--- src/rtl/ctrl_pipe_hazard_if.sv ---
// Decoder-to-datapath control bundle for ctrl_pipe_hazard.
// The master side is the decoder/datapath; the slave side is the control pipeline.
interface ctrl_pipe_hazard_if #(
   parameter int REG_AW  = 5,
   parameter int ALUOP_W = 2
);
   logic               id_alu_src, id_reg_dst, id_branch1, id_branch2;
   logic               id_mem_write, id_mem_read, id_mem_to_reg, id_reg_write, id_jump;
   logic [ALUOP_W-1:0] id_alu_op;
   logic [REG_AW-1:0]  id_rs, id_rt, id_rd;
   logic               ex_zero;

   logic               ex_alu_src, ex_reg_dst;
   logic [ALUOP_W-1:0] ex_alu_op;
   logic [REG_AW-1:0]  ex_rs, ex_rt;
   logic               mem_mem_write, mem_mem_read;
   logic [REG_AW-1:0]  mem_wr_reg;
   logic               wb_reg_write, wb_mem_to_reg;
   logic [REG_AW-1:0]  wb_wr_reg;
   logic               stall, flush_ifid, pc_src;
   logic [1:0]         forward_a, forward_b;

   modport master (
      output id_alu_src, id_reg_dst, id_branch1, id_branch2, id_mem_write, id_mem_read,
             id_mem_to_reg, id_reg_write, id_jump, id_alu_op, id_rs, id_rt, id_rd, ex_zero,
      input  ex_alu_src, ex_reg_dst, ex_alu_op, ex_rs, ex_rt, mem_mem_write, mem_mem_read,
             mem_wr_reg, wb_reg_write, wb_mem_to_reg, wb_wr_reg, stall, flush_ifid, pc_src,
             forward_a, forward_b
   );

   modport slave (
      input  id_alu_src, id_reg_dst, id_branch1, id_branch2, id_mem_write, id_mem_read,
             id_mem_to_reg, id_reg_write, id_jump, id_alu_op, id_rs, id_rt, id_rd, ex_zero,
      output ex_alu_src, ex_reg_dst, ex_alu_op, ex_rs, ex_rt, mem_mem_write, mem_mem_read,
             mem_wr_reg, wb_reg_write, wb_mem_to_reg, wb_wr_reg, stall, flush_ifid, pc_src,
             forward_a, forward_b
   );
endinterface

--- src/rtl/ctrl_pipe_hazard.sv ---
// MIPS 5-stage control pipeline (ID/EX, EX/MEM, MEM/WB) with hazard unit; CTRL_FWD_EN enables EX forwarding.
// Latency: one cycle per stage; stall, flush_ifid, pc_src and forward_* are combinational from pipeline state.
// Backpressure: RAW/load-use holds PC and IF/ID and bubbles ID/EX; a taken branch bubbles ID/EX and EX/MEM.
module ctrl_pipe_hazard #(
   parameter int REG_AW  = 5,
   parameter int ALUOP_W = 2
) (
   input  logic              clk,
   input  logic              rst,
   ctrl_pipe_hazard_if.slave bus
);
   typedef logic [REG_AW-1:0] reg_t;

   typedef struct packed {
      logic               aluSrc;
      logic               regDst;
      logic [ALUOP_W-1:0] aluOp;
      logic               branch1;
      logic               branch2;
      logic               memWrite;
      logic               memRead;
      logic               memToReg;
      logic               regWrite;
      reg_t               rs;
      reg_t               rt;
      reg_t               rd;
   } idex_t;

   typedef struct packed {
      logic zero;
      logic branch1;
      logic branch2;
      logic memWrite;
      logic memRead;
      logic memToReg;
      logic regWrite;
      reg_t wrReg;
   } exmem_t;

   typedef struct packed {
      logic regWrite;
      logic memToReg;
      reg_t wrReg;
   } memwb_t;

   idex_t  idex, idIn;
   exmem_t exmem, exIn;
   memwb_t memwb;
   logic   pcSrc, loadUse, haz, stallInt;

   // Register 0 is hard-wired, so it never creates a dependency.
   function automatic logic srcHit(input reg_t dst, input reg_t rs, input reg_t rt);
      return (dst != '0) && ((dst == rs) || (dst == rt));
   endfunction

   always_comb begin
      idIn          = '0;
      idIn.aluSrc   = bus.id_alu_src;
      idIn.regDst   = bus.id_reg_dst;
      idIn.aluOp    = bus.id_alu_op;
      idIn.branch1  = bus.id_branch1;
      idIn.branch2  = bus.id_branch2;
      idIn.memWrite = bus.id_mem_write;
      idIn.memRead  = bus.id_mem_read;
      idIn.memToReg = bus.id_mem_to_reg;
      idIn.regWrite = bus.id_reg_write;
      idIn.rs       = bus.id_rs;
      idIn.rt       = bus.id_rt;
      idIn.rd       = bus.id_rd;
   end

   always_comb begin
      exIn          = '0;
      exIn.zero     = bus.ex_zero;
      exIn.branch1  = idex.branch1;
      exIn.branch2  = idex.branch2;
      exIn.memWrite = idex.memWrite;
      exIn.memRead  = idex.memRead;
      exIn.memToReg = idex.memToReg;
      exIn.regWrite = idex.regWrite;
      exIn.wrReg    = idex.regDst ? idex.rd : idex.rt;
   end

   always_comb begin
      pcSrc   = (exmem.branch1 & exmem.zero) | (exmem.branch2 & ~exmem.zero);
      loadUse = idex.memRead & srcHit(idex.rt, bus.id_rs, bus.id_rt);
`ifdef CTRL_FWD_EN
      haz     = loadUse;
`else
      // Without forwarding the consumer waits until every in-flight producer has written back.
      haz     = loadUse
              | (idex.regWrite  & srcHit(exIn.wrReg,  bus.id_rs, bus.id_rt))
              | (exmem.regWrite & srcHit(exmem.wrReg, bus.id_rs, bus.id_rt))
              | (memwb.regWrite & srcHit(memwb.wrReg, bus.id_rs, bus.id_rt));
`endif
      stallInt = haz & ~pcSrc;
   end

`ifdef CTRL_FWD_EN
   always_comb begin
      bus.forward_a = 2'b00;
      bus.forward_b = 2'b00;
      if (exmem.regWrite && (exmem.wrReg != '0) && (exmem.wrReg == idex.rs))
         bus.forward_a = 2'b10;
      else if (memwb.regWrite && (memwb.wrReg != '0) && (memwb.wrReg == idex.rs))
         bus.forward_a = 2'b01;
      if (exmem.regWrite && (exmem.wrReg != '0) && (exmem.wrReg == idex.rt))
         bus.forward_b = 2'b10;
      else if (memwb.regWrite && (memwb.wrReg != '0) && (memwb.wrReg == idex.rt))
         bus.forward_b = 2'b01;
   end
`else
   assign bus.forward_a = 2'b00;
   assign bus.forward_b = 2'b00;
`endif

   always_ff @(posedge clk) begin
      if (rst) begin
         idex  <= '0;
         exmem <= '0;
         memwb <= '0;
      end else begin
         memwb.regWrite <= exmem.regWrite;
         memwb.memToReg <= exmem.memToReg;
         memwb.wrReg    <= exmem.wrReg;
         if (pcSrc) begin
            idex  <= '0;
            exmem <= '0;
         end else begin
            idex  <= stallInt ? '0 : idIn;
            exmem <= exIn;
         end
      end
   end

   assign bus.ex_alu_src    = idex.aluSrc;
   assign bus.ex_reg_dst    = idex.regDst;
   assign bus.ex_alu_op     = idex.aluOp;
   assign bus.ex_rs         = idex.rs;
   assign bus.ex_rt         = idex.rt;
   assign bus.mem_mem_write = exmem.memWrite;
   assign bus.mem_mem_read  = exmem.memRead;
   assign bus.mem_wr_reg    = exmem.wrReg;
   assign bus.wb_reg_write  = memwb.regWrite;
   assign bus.wb_mem_to_reg = memwb.memToReg;
   assign bus.wb_wr_reg     = memwb.wrReg;
   assign bus.stall         = stallInt;
   assign bus.pc_src        = pcSrc;
   // A stalled jump holds off its flush until the stall releases.
   assign bus.flush_ifid    = pcSrc | (bus.id_jump & ~stallInt);
endmodule

--- src/flat_wrapper.sv ---
// flat-port wrapper written by rule: the top's interface ports become plain ports
module ctrl_pipe_hazard_flat 
#(
   parameter int REG_AW  = 5,
   parameter int ALUOP_W = 2
)
  (clk, rst, bus_id_alu_src, bus_id_reg_dst, bus_id_branch1, bus_id_branch2, bus_id_mem_write, bus_id_mem_read, bus_id_mem_to_reg, bus_id_reg_write, bus_id_jump, bus_id_alu_op, bus_id_rs, bus_id_rt, bus_id_rd, bus_ex_zero, bus_ex_alu_src, bus_ex_reg_dst, bus_ex_alu_op, bus_ex_rs, bus_ex_rt, bus_mem_mem_write, bus_mem_mem_read, bus_mem_wr_reg, bus_wb_reg_write, bus_wb_mem_to_reg, bus_wb_wr_reg, bus_stall, bus_flush_ifid, bus_pc_src, bus_forward_a, bus_forward_b);
  ctrl_pipe_hazard_if #(.REG_AW(REG_AW), .ALUOP_W(ALUOP_W)) bus_i ();
  input  logic clk;
  input  logic rst;
  input wire logic [$bits(bus_i.id_alu_src)-1:0] bus_id_alu_src;
  input wire logic [$bits(bus_i.id_reg_dst)-1:0] bus_id_reg_dst;
  input wire logic [$bits(bus_i.id_branch1)-1:0] bus_id_branch1;
  input wire logic [$bits(bus_i.id_branch2)-1:0] bus_id_branch2;
  input wire logic [$bits(bus_i.id_mem_write)-1:0] bus_id_mem_write;
  input wire logic [$bits(bus_i.id_mem_read)-1:0] bus_id_mem_read;
  input wire logic [$bits(bus_i.id_mem_to_reg)-1:0] bus_id_mem_to_reg;
  input wire logic [$bits(bus_i.id_reg_write)-1:0] bus_id_reg_write;
  input wire logic [$bits(bus_i.id_jump)-1:0] bus_id_jump;
  input wire logic [$bits(bus_i.id_alu_op)-1:0] bus_id_alu_op;
  input wire logic [$bits(bus_i.id_rs)-1:0] bus_id_rs;
  input wire logic [$bits(bus_i.id_rt)-1:0] bus_id_rt;
  input wire logic [$bits(bus_i.id_rd)-1:0] bus_id_rd;
  input wire logic [$bits(bus_i.ex_zero)-1:0] bus_ex_zero;
  output wire logic [$bits(bus_i.ex_alu_src)-1:0] bus_ex_alu_src;
  output wire logic [$bits(bus_i.ex_reg_dst)-1:0] bus_ex_reg_dst;
  output wire logic [$bits(bus_i.ex_alu_op)-1:0] bus_ex_alu_op;
  output wire logic [$bits(bus_i.ex_rs)-1:0] bus_ex_rs;
  output wire logic [$bits(bus_i.ex_rt)-1:0] bus_ex_rt;
  output wire logic [$bits(bus_i.mem_mem_write)-1:0] bus_mem_mem_write;
  output wire logic [$bits(bus_i.mem_mem_read)-1:0] bus_mem_mem_read;
  output wire logic [$bits(bus_i.mem_wr_reg)-1:0] bus_mem_wr_reg;
  output wire logic [$bits(bus_i.wb_reg_write)-1:0] bus_wb_reg_write;
  output wire logic [$bits(bus_i.wb_mem_to_reg)-1:0] bus_wb_mem_to_reg;
  output wire logic [$bits(bus_i.wb_wr_reg)-1:0] bus_wb_wr_reg;
  output wire logic [$bits(bus_i.stall)-1:0] bus_stall;
  output wire logic [$bits(bus_i.flush_ifid)-1:0] bus_flush_ifid;
  output wire logic [$bits(bus_i.pc_src)-1:0] bus_pc_src;
  output wire logic [$bits(bus_i.forward_a)-1:0] bus_forward_a;
  output wire logic [$bits(bus_i.forward_b)-1:0] bus_forward_b;
  assign bus_i.id_alu_src = bus_id_alu_src;
  assign bus_i.id_reg_dst = bus_id_reg_dst;
  assign bus_i.id_branch1 = bus_id_branch1;
  assign bus_i.id_branch2 = bus_id_branch2;
  assign bus_i.id_mem_write = bus_id_mem_write;
  assign bus_i.id_mem_read = bus_id_mem_read;
  assign bus_i.id_mem_to_reg = bus_id_mem_to_reg;
  assign bus_i.id_reg_write = bus_id_reg_write;
  assign bus_i.id_jump = bus_id_jump;
  assign bus_i.id_alu_op = bus_id_alu_op;
  assign bus_i.id_rs = bus_id_rs;
  assign bus_i.id_rt = bus_id_rt;
  assign bus_i.id_rd = bus_id_rd;
  assign bus_i.ex_zero = bus_ex_zero;
  assign bus_ex_alu_src = bus_i.ex_alu_src;
  assign bus_ex_reg_dst = bus_i.ex_reg_dst;
  assign bus_ex_alu_op = bus_i.ex_alu_op;
  assign bus_ex_rs = bus_i.ex_rs;
  assign bus_ex_rt = bus_i.ex_rt;
  assign bus_mem_mem_write = bus_i.mem_mem_write;
  assign bus_mem_mem_read = bus_i.mem_mem_read;
  assign bus_mem_wr_reg = bus_i.mem_wr_reg;
  assign bus_wb_reg_write = bus_i.wb_reg_write;
  assign bus_wb_mem_to_reg = bus_i.wb_mem_to_reg;
  assign bus_wb_wr_reg = bus_i.wb_wr_reg;
  assign bus_stall = bus_i.stall;
  assign bus_flush_ifid = bus_i.flush_ifid;
  assign bus_pc_src = bus_i.pc_src;
  assign bus_forward_a = bus_i.forward_a;
  assign bus_forward_b = bus_i.forward_b;
  ctrl_pipe_hazard #(.REG_AW(REG_AW), .ALUOP_W(ALUOP_W)) u_core (.clk(clk), .rst(rst), .bus(bus_i));
endmodule
--- config.mk ---
export PLATFORM = sky130hd
export DESIGN_NAME = ctrl_pipe_hazard_flat
export DESIGN_NICKNAME = d
export VERILOG_FILES = /design/src/rtl/ctrl_pipe_hazard_if.sv /design/src/rtl/ctrl_pipe_hazard.sv /design/src/flat_wrapper.sv
export SDC_FILE = /design/constraint.sdc
export NUM_CORES = 1
export LEC_CHECK = 0
export CAP_MARGIN = 20
export CORE_MARGIN = 2
export CORE_UTILIZATION = 43
export CTS_CLUSTER_SIZE = 12
export DETAILED_ROUTE_END_ITERATION = 10
export PLACE_DENSITY_LB_ADDON = 0.08
export SYNTH_ARGS = -nofsm -noshare
export SYNTH_HDL_FRONTEND = slang
export SYNTH_SLANG_ARGS = --single-unit
export TNS_END_PERCENT = 50
--- constraint.sdc ---
create_clock -name clk -period 1.9 [get_ports clk]
set_input_delay 0.285 -clock clk [delete_from_list [all_inputs] [get_ports clk]]
set_output_delay 0.285 -clock clk [all_outputs]
set_load 0.01 [all_outputs]
==> results of run 1 <==
-- layer usage --
metal  up-vias  share of wire (%)  routed length (µm)
li1        904                  -                   -
met1       819                 43                2280
met2        57                 49                2580
met3        10                6.4                 337
met4         0                1.9                 102
met5         -                  0                   0
-- cell families after synthesis --
logic type             count (synthesis)  share of synthesized area (%)
flip-flops                            44                           39.4
AO/OA/AOI/OAI                         11                           3.25
multiplexers                           7                           3.25
XOR/XNOR                              40                           15.7
AND/OR/NAND/NOR                       94                           25.5
other                                  1                          0.168
buffers and inverters                 41                           12.8
-- synthesized netlist by cell type, types with 2 or more instances --
cell and number:
dfxtp_1 44, nand2_1 25, xor2_1 24, buf_4 21, nor3_2 19, xnor2_1 16, nor3_1 14, clkbuf_1 13
nand3_1 8, and2_1 7, nor2_1 7, nor2b_1 7, a21oi_1 5, mux2i_1 5, buf_6 3, buf_2 2
mux2_2 2, or4_1 2
-- worst max-delay path, cell delays in order, from the launching register on --
cell and delay, ps:
dfxtp_2 350, buf_12 140, mux2i_4 280, xor2_1 190, nand3_1 110, nor3_2 210
o221ai_2 160, a31o_2 230, buf_6 110
-- power breakdown --
part / total, mW / leakage [nW] / switching (mW) / internal, mW
Sequential: 1.01 / 0.364 / 0.0321 / 0.979
Clock: 0.742 / 0.0614 / 0.312 / 0.430
Combinational: 0.549 / 0.986 / 0.232 / 0.317
Total: 2.30 / 1.41 / 0.577 / 1.73
-- cell usage in the layout (no fill, tap or decap), types with 3 or more instances in the layout --
master / n
a21oi_1: 5
and2_1: 7
buf_12: 4
buf_4: 44
clkbuf_8: 6
clkdlybuf4s50_1: 57
conb_1: 4
dfxtp_1: 42
mux2i_4: 3
nand2_1: 25
nand3_1: 8
nor2_1: 6
nor2b_1: 7
nor3_1: 12
nor3_2: 20
xnor2_1: 16
xor2_1: 24
-- cell type report --
type / count / area share, %
clock inverters: 2 / 1.18
well taps: 70 / 2.67
flip-flops and latches: 44 / 26.9
multi-input cells: 156 / 35.0
clock buffers: 6 / 2.52
repair buffers: 109 / 31.7
-- worst paths after layout --
path	end	slack (ps)	depth (start not counted)
worst max-delay path	bus_flush_ifid	-470	8
worst min register to register	u_core.exmem[10]$_SDFF_PP0_	430	1
worst min-delay path	u_core.exmem[10]$_SDFF_PP0_	430	1
worst max register to register	u_core.exIn[6]$_SDFF_PP0_	-250	10
-- what timing repair did --
action                                  CTS  global route
gates cloned                              1             0
gates resized for setup                  12             1
setup buffers                             5             0
endpoints found under the setup margin   27            27
pin swaps                                 5             1
-- per-stage QoR --
| step | power [mW] | hold slack [ps] |
|---|---|---|
| CTS | 2.33 | 434 |
| global placement | 1.55 | 408 |
| floorplan | 1.33 | 357 |
| global route | 2.42 | 457 |
| detailed placement | 1.55 | 414 |
| finish | 2.30 | 431 |
==> out/metrics.cfg, run 1 <==
[setup_path]
crit_start = u_core.bus.ex_reg_dst$_SDFF_PP0_
end_kind = primary output
cp-start-kind = flop
path_class = reg2out
cp.required_ps = 1620
crit_fanout = 5
r2r_start = u_core.bus.ex_reg_dst$_SDFF_PP0_
arrival_ps = 2080

[global_routing]
grt_pass1_wl_mm = 9.04
grt_pass1_vias = 1846
busiest_layer = met2
grt_max_degree = 33
gr-usage-met3_pct = 5.09
grt_usage_pct = 19.8
met1_usage_pct = 23.8
met2_usage_pct = 34.1
antenna_found_initial = 0
globalRouteOverflowTotal = 0

[finish]
largest_reg_flops = 6
fin_cells = 387
fin_util_pct = 64.7
drive_gt1_share_pct = 30.9
seqCellArea_um2 = 883
area_growth_pct = 46.9
fillCellCount = 460
nets = 345
multi_input_area_um2 = 1150
diodes = 0
final_area_um2 = 3280

[routing]
drc = 0
routed_via_density = 4.63
dr.pass1.iters = 4
routed-via-count = 1790
drtIter0Drc = 76
drtAntennaViolNets = 0
wl_mm = 5.30
routedWlPerCell_um = 13.7

[floorplanning]
initial_core_util_pct = 44.0
ios = 64
die_x_um = 76.1
core_area_um2 = 5070
die_h_um = 76.1
row_count = 26
die_area_um2 = 5790

[synthesis]
synth-main-ff-cell = dfxtp_1
yosysTopAreaCell = dfxtp_1
synth_cells = 238
ys_seq_elements = 44
ys_seq_area_share_pct = 39.4
synth_area_um2 = 2230
synth_top_area_share_pct = 39.4
async_flop_share_pct = 0
avgSynthCellArea_um2 = 9.39
synth_edf_count = 0
yosys_warnings = 0
synthTopCellsByArea = dfxtp_1 39%, xor2_1 9.4%, nor3_2 8.5%, buf_4 7.1%, xnor2_1 6.3%
synth_cell_type_count = 32

[clock_network]
worstSkewPairLatency_ps = 300
cts_sinks = 44
cts-root-buf = clkbuf_8
clock_tree.buffer_depth = 2
hold_buffers = 0
htreeDepth = 2
cts_tree = built
cts.clk_slew.worst_paths_ps = 80
cts_buffers = 5

[timing]
rsz0062_at_grt = yes
setup_ws_ps = -467
hold_violations = 0
finalClockSkew_ps = 4.93
finalSetupViolCount = 27
post-route-period-util_pct = 125
fmax_mhz = 422
finalCriticalPeriod_ps = 2370
tns_ps = -6390
final_max_slew_viol_count = 0

[power]
vdd_drop_max_mv = 0.441
p_per_area_nw_per_um2 = 701
power.leakage_nw = 1.41

[job]
maxCapViolations = 0

[worst_hold_path]
worstHoldStart = u_core.exIn[10]$_SDFF_PP0_
hold_class = reg2reg

[place]
place_ws_ps = -879
dp.cells = 373
dp_hpwl_mm = 3.92
portBuffers = 59
gp_congestion = 0.779
place_area_um2 = 3080

[status]
outcome = finished with violations
failed_checks = negative setup slack

Power figures use the tool's default switching activity.
==> run 2: changes to the inputs <==
Settings changed: CORE_MARGIN 2 to 3.
==> run 2 against run 1 <==
Against the previous run: the run still ends with negative setup slack left; critical path type unchanged; largest power group unchanged; utilization up 2.7 points; combinational power about the same; count of clock-buffer cells in the layout fell by 1; setup slack gained 38 ps; via count shrank 0.73%; non-clock buffer count is 1 lower; first-iteration DRC count decreased by 29%.
==> out/metrics.cfg, run 2 (synthesis results as in run 1) <==
[status]
outcome = finished with violations
failed_checks = negative setup slack

[global_routing]
met1_usage_pct = 22.3  ; -1.6 points
gr-usage-met3_pct = 4.82  ; -0.28 points
globalRouteOverflowTotal = 0  ; unchanged
antenna_found_initial = 0  ; unchanged
grt_pass1_vias = 1802  ; -2.4%
met2_usage_pct = 31.3  ; -2.9 points
busiest_layer = met2
grt_usage_pct = 18.4  ; -1.4 points
grt_pass1_wl_mm = 8.67  ; -4.0%
grt_max_degree = 33  ; unchanged

[setup_path]
path_cells = buf_12, mux2i_4, xor2_1, nand3_1, nor3_2, o221ai_2, a31o_2, buf_6
crit_fanout = 6  ; +1
cp.required_ps = 1620  ; about the same
timing.critical_path.buf_inv = 2  ; unchanged
end_kind = primary output
crit_family = compound AO/OA/AOI/OAI gates
cp-start-kind = flop
path_class = reg2out
worst_path_max_delay_cell = dfxtp_2
r2r_setup_slack_ps = -140  ; +110 ps
arrival_ps = 2040  ; -40 ps
cp_slowest_stage_delay_ps = 360  ; about the same

[job]
maxCapViolations = 0  ; unchanged

[floorplanning]
row_count = 25  ; -3.8%
core_area_um2 = 4880  ; -3.8%
ios = 64  ; unchanged
die_area_um2 = 6100  ; +5.3%
die_h_um = 78.1  ; +2.6%
die_x_um = 78.1  ; +2.6%
initial_core_util_pct = 45.8  ; +1.8 points

[timing]
rsz0062_at_grt = yes
finalSetupViolCount = 27  ; unchanged
final_max_slew_viol_count = 0  ; unchanged
finalClockSkew_ps = 10.1  ; +5.20 ps
hold_violations = 0  ; unchanged
post-route-period-util_pct = 123  ; -2.0 points
setup_ws_ps = -430  ; +37.7 ps
finalCriticalPeriod_ps = 2330  ; -37.7 ps
fmax_mhz = 429  ; +1.6%
hold-worst-slack_ps = 431  ; +0.428 ps

[worst_hold_path]
hold_class = in2reg

[routing]
routed-via-count = 1777  ; -0.73%
wl_mm = 5.25  ; -0.98%
drtAntennaViolNets = 0  ; unchanged
routed_via_density = 4.64  ; +0.31%
routedWlPerCell_um = 13.7  ; about the same
drtIter0Drc = 54  ; -29%
dr.pass1.iters = 4  ; unchanged
drc = 0  ; unchanged

[power]
power.leakage_nw = 1.42  ; +0.70%
finalPower_mw = 2.28  ; -0.77%
p_seq_share_pct = 44.2  ; +0.3 points
p_int_mw = 1.69  ; -2.2%
pwr-share-comb_pct = 23.9  ; about the same
p_sw_share_pct = 26.1  ; +1.0 points
pwr-share-clk_pct = 31.9  ; -0.3 points
p_switching_uw = 596  ; +3.4%
vdd_drop_max_mv = 0.504  ; +14%
p_per_area_nw_per_um2 = 695  ; -0.92%

[clock_network]
cts_buffers = 5  ; unchanged
cts_tree = built
worstSkewPairLatency_ps = 300  ; about the same
cts_sinks = 44  ; unchanged
cts.clk_slew.worst_paths_ps = 80  ; about the same
htreeDepth = 2  ; unchanged
clock_tree.buffer_depth = 2  ; unchanged
cts-root-buf = clkbuf_8

[place]
gp_congestion = 0.799  ; +2.5%
dp_hpwl_mm = 4.03  ; +2.8%
portBuffers = 59  ; unchanged

[finish]
drive_gt1_share_pct = 33.2  ; +2.3 points
final_common_cell = clkdlybuf4s50_1
final_cell_mix = 55 x clkdlybuf4s50_1, 44 x buf_4, 42 x dfxtp_1, 25 x nor3_2, 25 x nand2_1
area_growth_pct = 47.1
diodes = 0  ; unchanged
nets = 344  ; -0.29%
largest_reg_flops = 6  ; unchanged

-- run 2: area by class of cell --
type                            count  area (µm²)
Clock buffer                        5        68.8
Clock inverter                      3        46.3
Fill cell                         424        1590
Multi-Input combinational cell    156        1200
Sequential cell                    44         883
Tap cell                           67        83.8
Timing Repair Buffer              108        1010
-- run 2: worst paths after layout --
| check | start | to | depth (start not counted) |
|---|---|---|---|
| setup reg to reg | u_core.bus.ex_reg_dst$_SDFF_PP0_ | u_core.idex[1]$_SDFF_PP0_ | 9 |
| setup / recovery | u_core.bus.ex_reg_dst$_SDFF_PP0_ | bus_flush_ifid | 8 |
| hold reg to reg | u_core.exIn[6]$_SDFF_PP0_ | u_core.exmem[6]$_SDFF_PP0_ | 1 |
| hold / removal | bus_id_rt[3] | u_core.bus.ex_rt[3]$_SDFF_PP0_ | 3 |
-- run 2: per-layer routing --
layer	up-vias	wire length, µm
li1	898	-
met1	823	2330
met5	-	0
met2	47	2530
met4	0	105
met3	9	280
-- run 2: per-stage QoR --
stage | TNS (ps) | instance area [µm²] | util (%) | setup WS (ps) | cells
3_5_place_dp | -10900 | 3070 | 62.8 | -841 | 369
3_3_place_gp | -10580 | 3070 | 62.8 | -832 | 369
4_1_cts | -4010 | 3250 | 66.6 | -473 | 383
5_1_grt | -5840 | 3290 | 67.4 | -536 | 383
2_1_floorplan | -3.78 | 2310 | - | -3.78 | 241
6_report | -3360 | 3290 | 67.4 | -430 | 383
-- run 2: worst reg2reg max path, stage by stage, from the launching register on --
cell     delay, ps
dfxtp_2        360
buf_12         140
buf_4          130
mux2i_4        300
xnor2_2        150
nor3_2          80
buf_4          130
o221a_2        330
buf_12         170
nor3_2         180
-- run 2: power by group through the flow --
| stage | clock (mW) | combinational (mW) | sequential, mW |
|---|---|---|---|
| floorplan | 0 | 0.293 | 1.04 |
| detailed placement | 0 | 0.523 | 1.03 |
| global route | 0.783 | 0.594 | 1.02 |
| CTS | 0.750 | 0.544 | 1.01 |
| finish | 0.728 | 0.546 | 1.01 |
| global placement | 0 | 0.521 | 1.03 |
-- run 2: timing repair --
| item | 4_1_cts | 5_1_grt |
|---|---|---|
| buffers inserted | 6 | 0 |
| resized for setup | 16 | 7 |
| pin swaps | 5 | 2 |
| setup endpoints to repair | 27 | 27 |
| hold buffers | 0 | 0 |
==> RTL change: new RTL, settings of run 1 <==
`REG_AW` is set to 5 in 3 places; all go to 3.
--- a/src/rtl/ctrl_pipe_hazard_if.sv
+++ b/src/rtl/ctrl_pipe_hazard_if.sv
@@ -1,7 +1,7 @@
 // Decoder-to-datapath control bundle for ctrl_pipe_hazard.
 // The master side is the decoder/datapath; the slave side is the control pipeline.
 interface ctrl_pipe_hazard_if #(
-   parameter int REG_AW  = 5,
+   parameter int REG_AW  = 3,
    parameter int ALUOP_W = 2
 );
    logic               id_alu_src, id_reg_dst, id_branch1, id_branch2;
--- a/src/rtl/ctrl_pipe_hazard.sv
+++ b/src/rtl/ctrl_pipe_hazard.sv
@@ -2,7 +2,7 @@
 // Latency: one cycle per stage; stall, flush_ifid, pc_src and forward_* are combinational from pipeline state.
 // Backpressure: RAW/load-use holds PC and IF/ID and bubbles ID/EX; a taken branch bubbles ID/EX and EX/MEM.
 module ctrl_pipe_hazard #(
-   parameter int REG_AW  = 5,
+   parameter int REG_AW  = 3,
    parameter int ALUOP_W = 2
 ) (
    input  logic              clk,
--- a/src/flat_wrapper.sv
+++ b/src/flat_wrapper.sv
@@ -1,7 +1,7 @@
 // flat-port wrapper written by rule: the top's interface ports become plain ports
 module ctrl_pipe_hazard_flat 
 #(
-   parameter int REG_AW  = 5,
+   parameter int REG_AW  = 3,
    parameter int ALUOP_W = 2
 )
   (clk, rst, bus_id_alu_src, bus_id_reg_dst, bus_id_branch1, bus_id_branch2, bus_id_mem_write, bus_id_mem_read, bus_id_mem_to_reg, bus_id_reg_write, bus_id_jump, bus_id_alu_op, bus_id_rs, bus_id_rt, bus_id_rd, bus_ex_zero, bus_ex_alu_src, bus_ex_reg_dst, bus_ex_alu_op, bus_ex_rs, bus_ex_rt, bus_mem_mem_write, bus_mem_mem_read, bus_mem_wr_reg, bus_wb_reg_write, bus_wb_mem_to_reg, bus_wb_wr_reg, bus_stall, bus_flush_ifid, bus_pc_src, bus_forward_a, bus_forward_b);
Ports: changed (7 resized); port bits go from 64 to 50. No check against the original RTL was run, so the function may have changed too.
==> RTL change against run 1 <==
- critical path depth is 2 lower
- global-route usage is 3.0 points lower
- cell count is 37% lower
- critical endpoint is now bus_stall
- area after synthesis is 25% lower
- non-clock buffer count is 46 lower
- setup slack better by 260 ps
- power is 27% lower
- the run still ends with setup timing left
- sequential cell count is 10 lower
- clock power is 34% lower
- routed wire length is 37% lower
- design area is 30% lower
- sequential power is 21% lower
- combinational power is 28% lower
==> RTL change: results <==
set metrics [dict create \
    clk_transition_reported_paths_ps 70 \
    cts_buffer_depth 2 \
    nets 218 \
    violations "setup timing" \
    seq_area_frac_synth_pct 40.9 \
    seqCellArea_sq_um 684 \
    grt_pass1_vias 1151 \
    fill_cells 320 \
    status "complete, but fails checks" \
    synth_area_leaders "dfxtp_1, nor4b_2, xor2_1" \
    final_cell_area_sq_um 2300 \
    clk-insertion-delay-late_ps 270 \
    p_sw_share_pct 26.3 \
    largest_register_ffs 6 \
    p_leak_uw 0.000943 \
    fin_worst_skew_ps 5.25 \
    grt_max_degree 23 \
    min_path_type "flip-flop to flip-flop" \
    diodes 0 \
    track_usage_pct 16.8 \
    layout-drive-gt1-share_pct 30.3 \
    portBuffers 45 \
    htree_num_levels 2 \
    drt-total-wl_um 3330 \
    dp_hpwl_um 2320 \
    finalSetupViolCount 2 \
    synth_cell_types 28 \
    numCtsBuffers 5 \
    synthFlopType "dfxtp_1" \
    antenna_found_initial 0 \
    dp_slack_ps -599 \
    timing.final.ws_setup_ps -209 \
    peakVddDrop_mv 0.468 \
    critical_path_peak_fanout 5 \
    viasPerCell 4.77 \
    ys_warn_count 0 \
    grt_pass1_wl_um 5540 \
    async_flop_share_pct 0 \
    firstDrtPassIters 4 \
    place_congestion 0.792 \
    drtIter0Drc 23 \
    root_buffer "clkbuf_8" \
    ys_top_cells_by_count "dfxtp_1, nor4b_2, xor2_1" \
    dpl-instance-area_sq_um 2120 \
]
-- RTL change: cell types whose count changed after synthesis, sizes merged, moves of 10 or more --
cell,change
nor3,-25
clkbuf,-10
nor4b,+19
dfxtp,-10
nand2,-25
xnor2,-10
-- RTL change: routing by layer --
metal	GRT usage [%]	wire (um)	vias up	share of wire, %
li1	-	-	580	-
met1	21.9	1530	550	46
met2	26.0	1660	28	50
met3	5.11	120	2	3.6
met4	6.12	22	0	0.66
met5	0	0	-	0
-- RTL change: what timing repair did --
item | in CTS | in global routing
pin swaps | 3 | 9
setup buffers | 2 | 0
endpoints found under the setup margin | 21 | 21
resized for setup | 17 | 9
-- RTL change: final cells by class --
cell class	instances	share of cell area (%)
tap	48	2.61
clock inverter	2	0.435
multi-input combinational	90	38.6
clock buffer	5	2.99
timing repair buffer	63	25.5
inverter	1	0.163
sequential	34	29.7
-- RTL change: worst paths after layout --
path	cells past startpoint	endpoint	slack (ps)	from
max reg2reg	6	u_core.bus.ex_rt[2]	10	u_core.bus.ex_reg_dst
max	6	bus_stall	-210	u_core.bus.ex_reg_dst
min	1	u_core.exmem[7]	420	u_core.exIn[7]
min reg2reg	1	u_core.exmem[7]	420	u_core.exIn[7]
-- RTL change: critical path, stage by stage (launching register included) --
cell	delay, ps
dfxtp_4	420
mux2i_4	350
xnor2_2	160
nor3_2	60
o211a_4	260
o21a_1	170
buf_6	120
-- RTL change: kinds of logic (layout without fill, tap and decap cells) --
family | count (synthesis) | count (layout) | synth area share, %
flip-flops | 34 | 34 | 40.9
XOR/XNOR | 24 | 24 | 12.6
AND/OR/NAND/NOR | 48 | 48 | 27.0
buffers and inverters | 29 | 71 | 11.8
AO/OA/AOI/OAI | 10 | 10 | 4.58
multiplexers | 4 | 4 | 2.93
other | 1 | 4 | 0.225
-- RTL change: stage by stage --
| stage | setup TNS [ps] | cells | hold WS, ps |
|---|---|---|---|
| final | -362 | 243 | 424 |
| after floorplan | -26.3 | 153 | 357 |
| after CTS | -369 | 243 | 425 |
| after detailed placement | -5510 | 234 | 410 |
| after global placement | -5380 | 234 | 410 |
| after global routing | -1860 | 243 | 441 |
-- RTL change: power groups by stage --
stage,Clock [uW],Combinational [uW],Sequential [uW]
2_1_floorplan,0,230,808
3_3_place_gp,0,364,805
3_5_place_dp,0,365,807
4_1_cts,507,379,797
5_1_grt,555,425,802
6_report,487,393,796
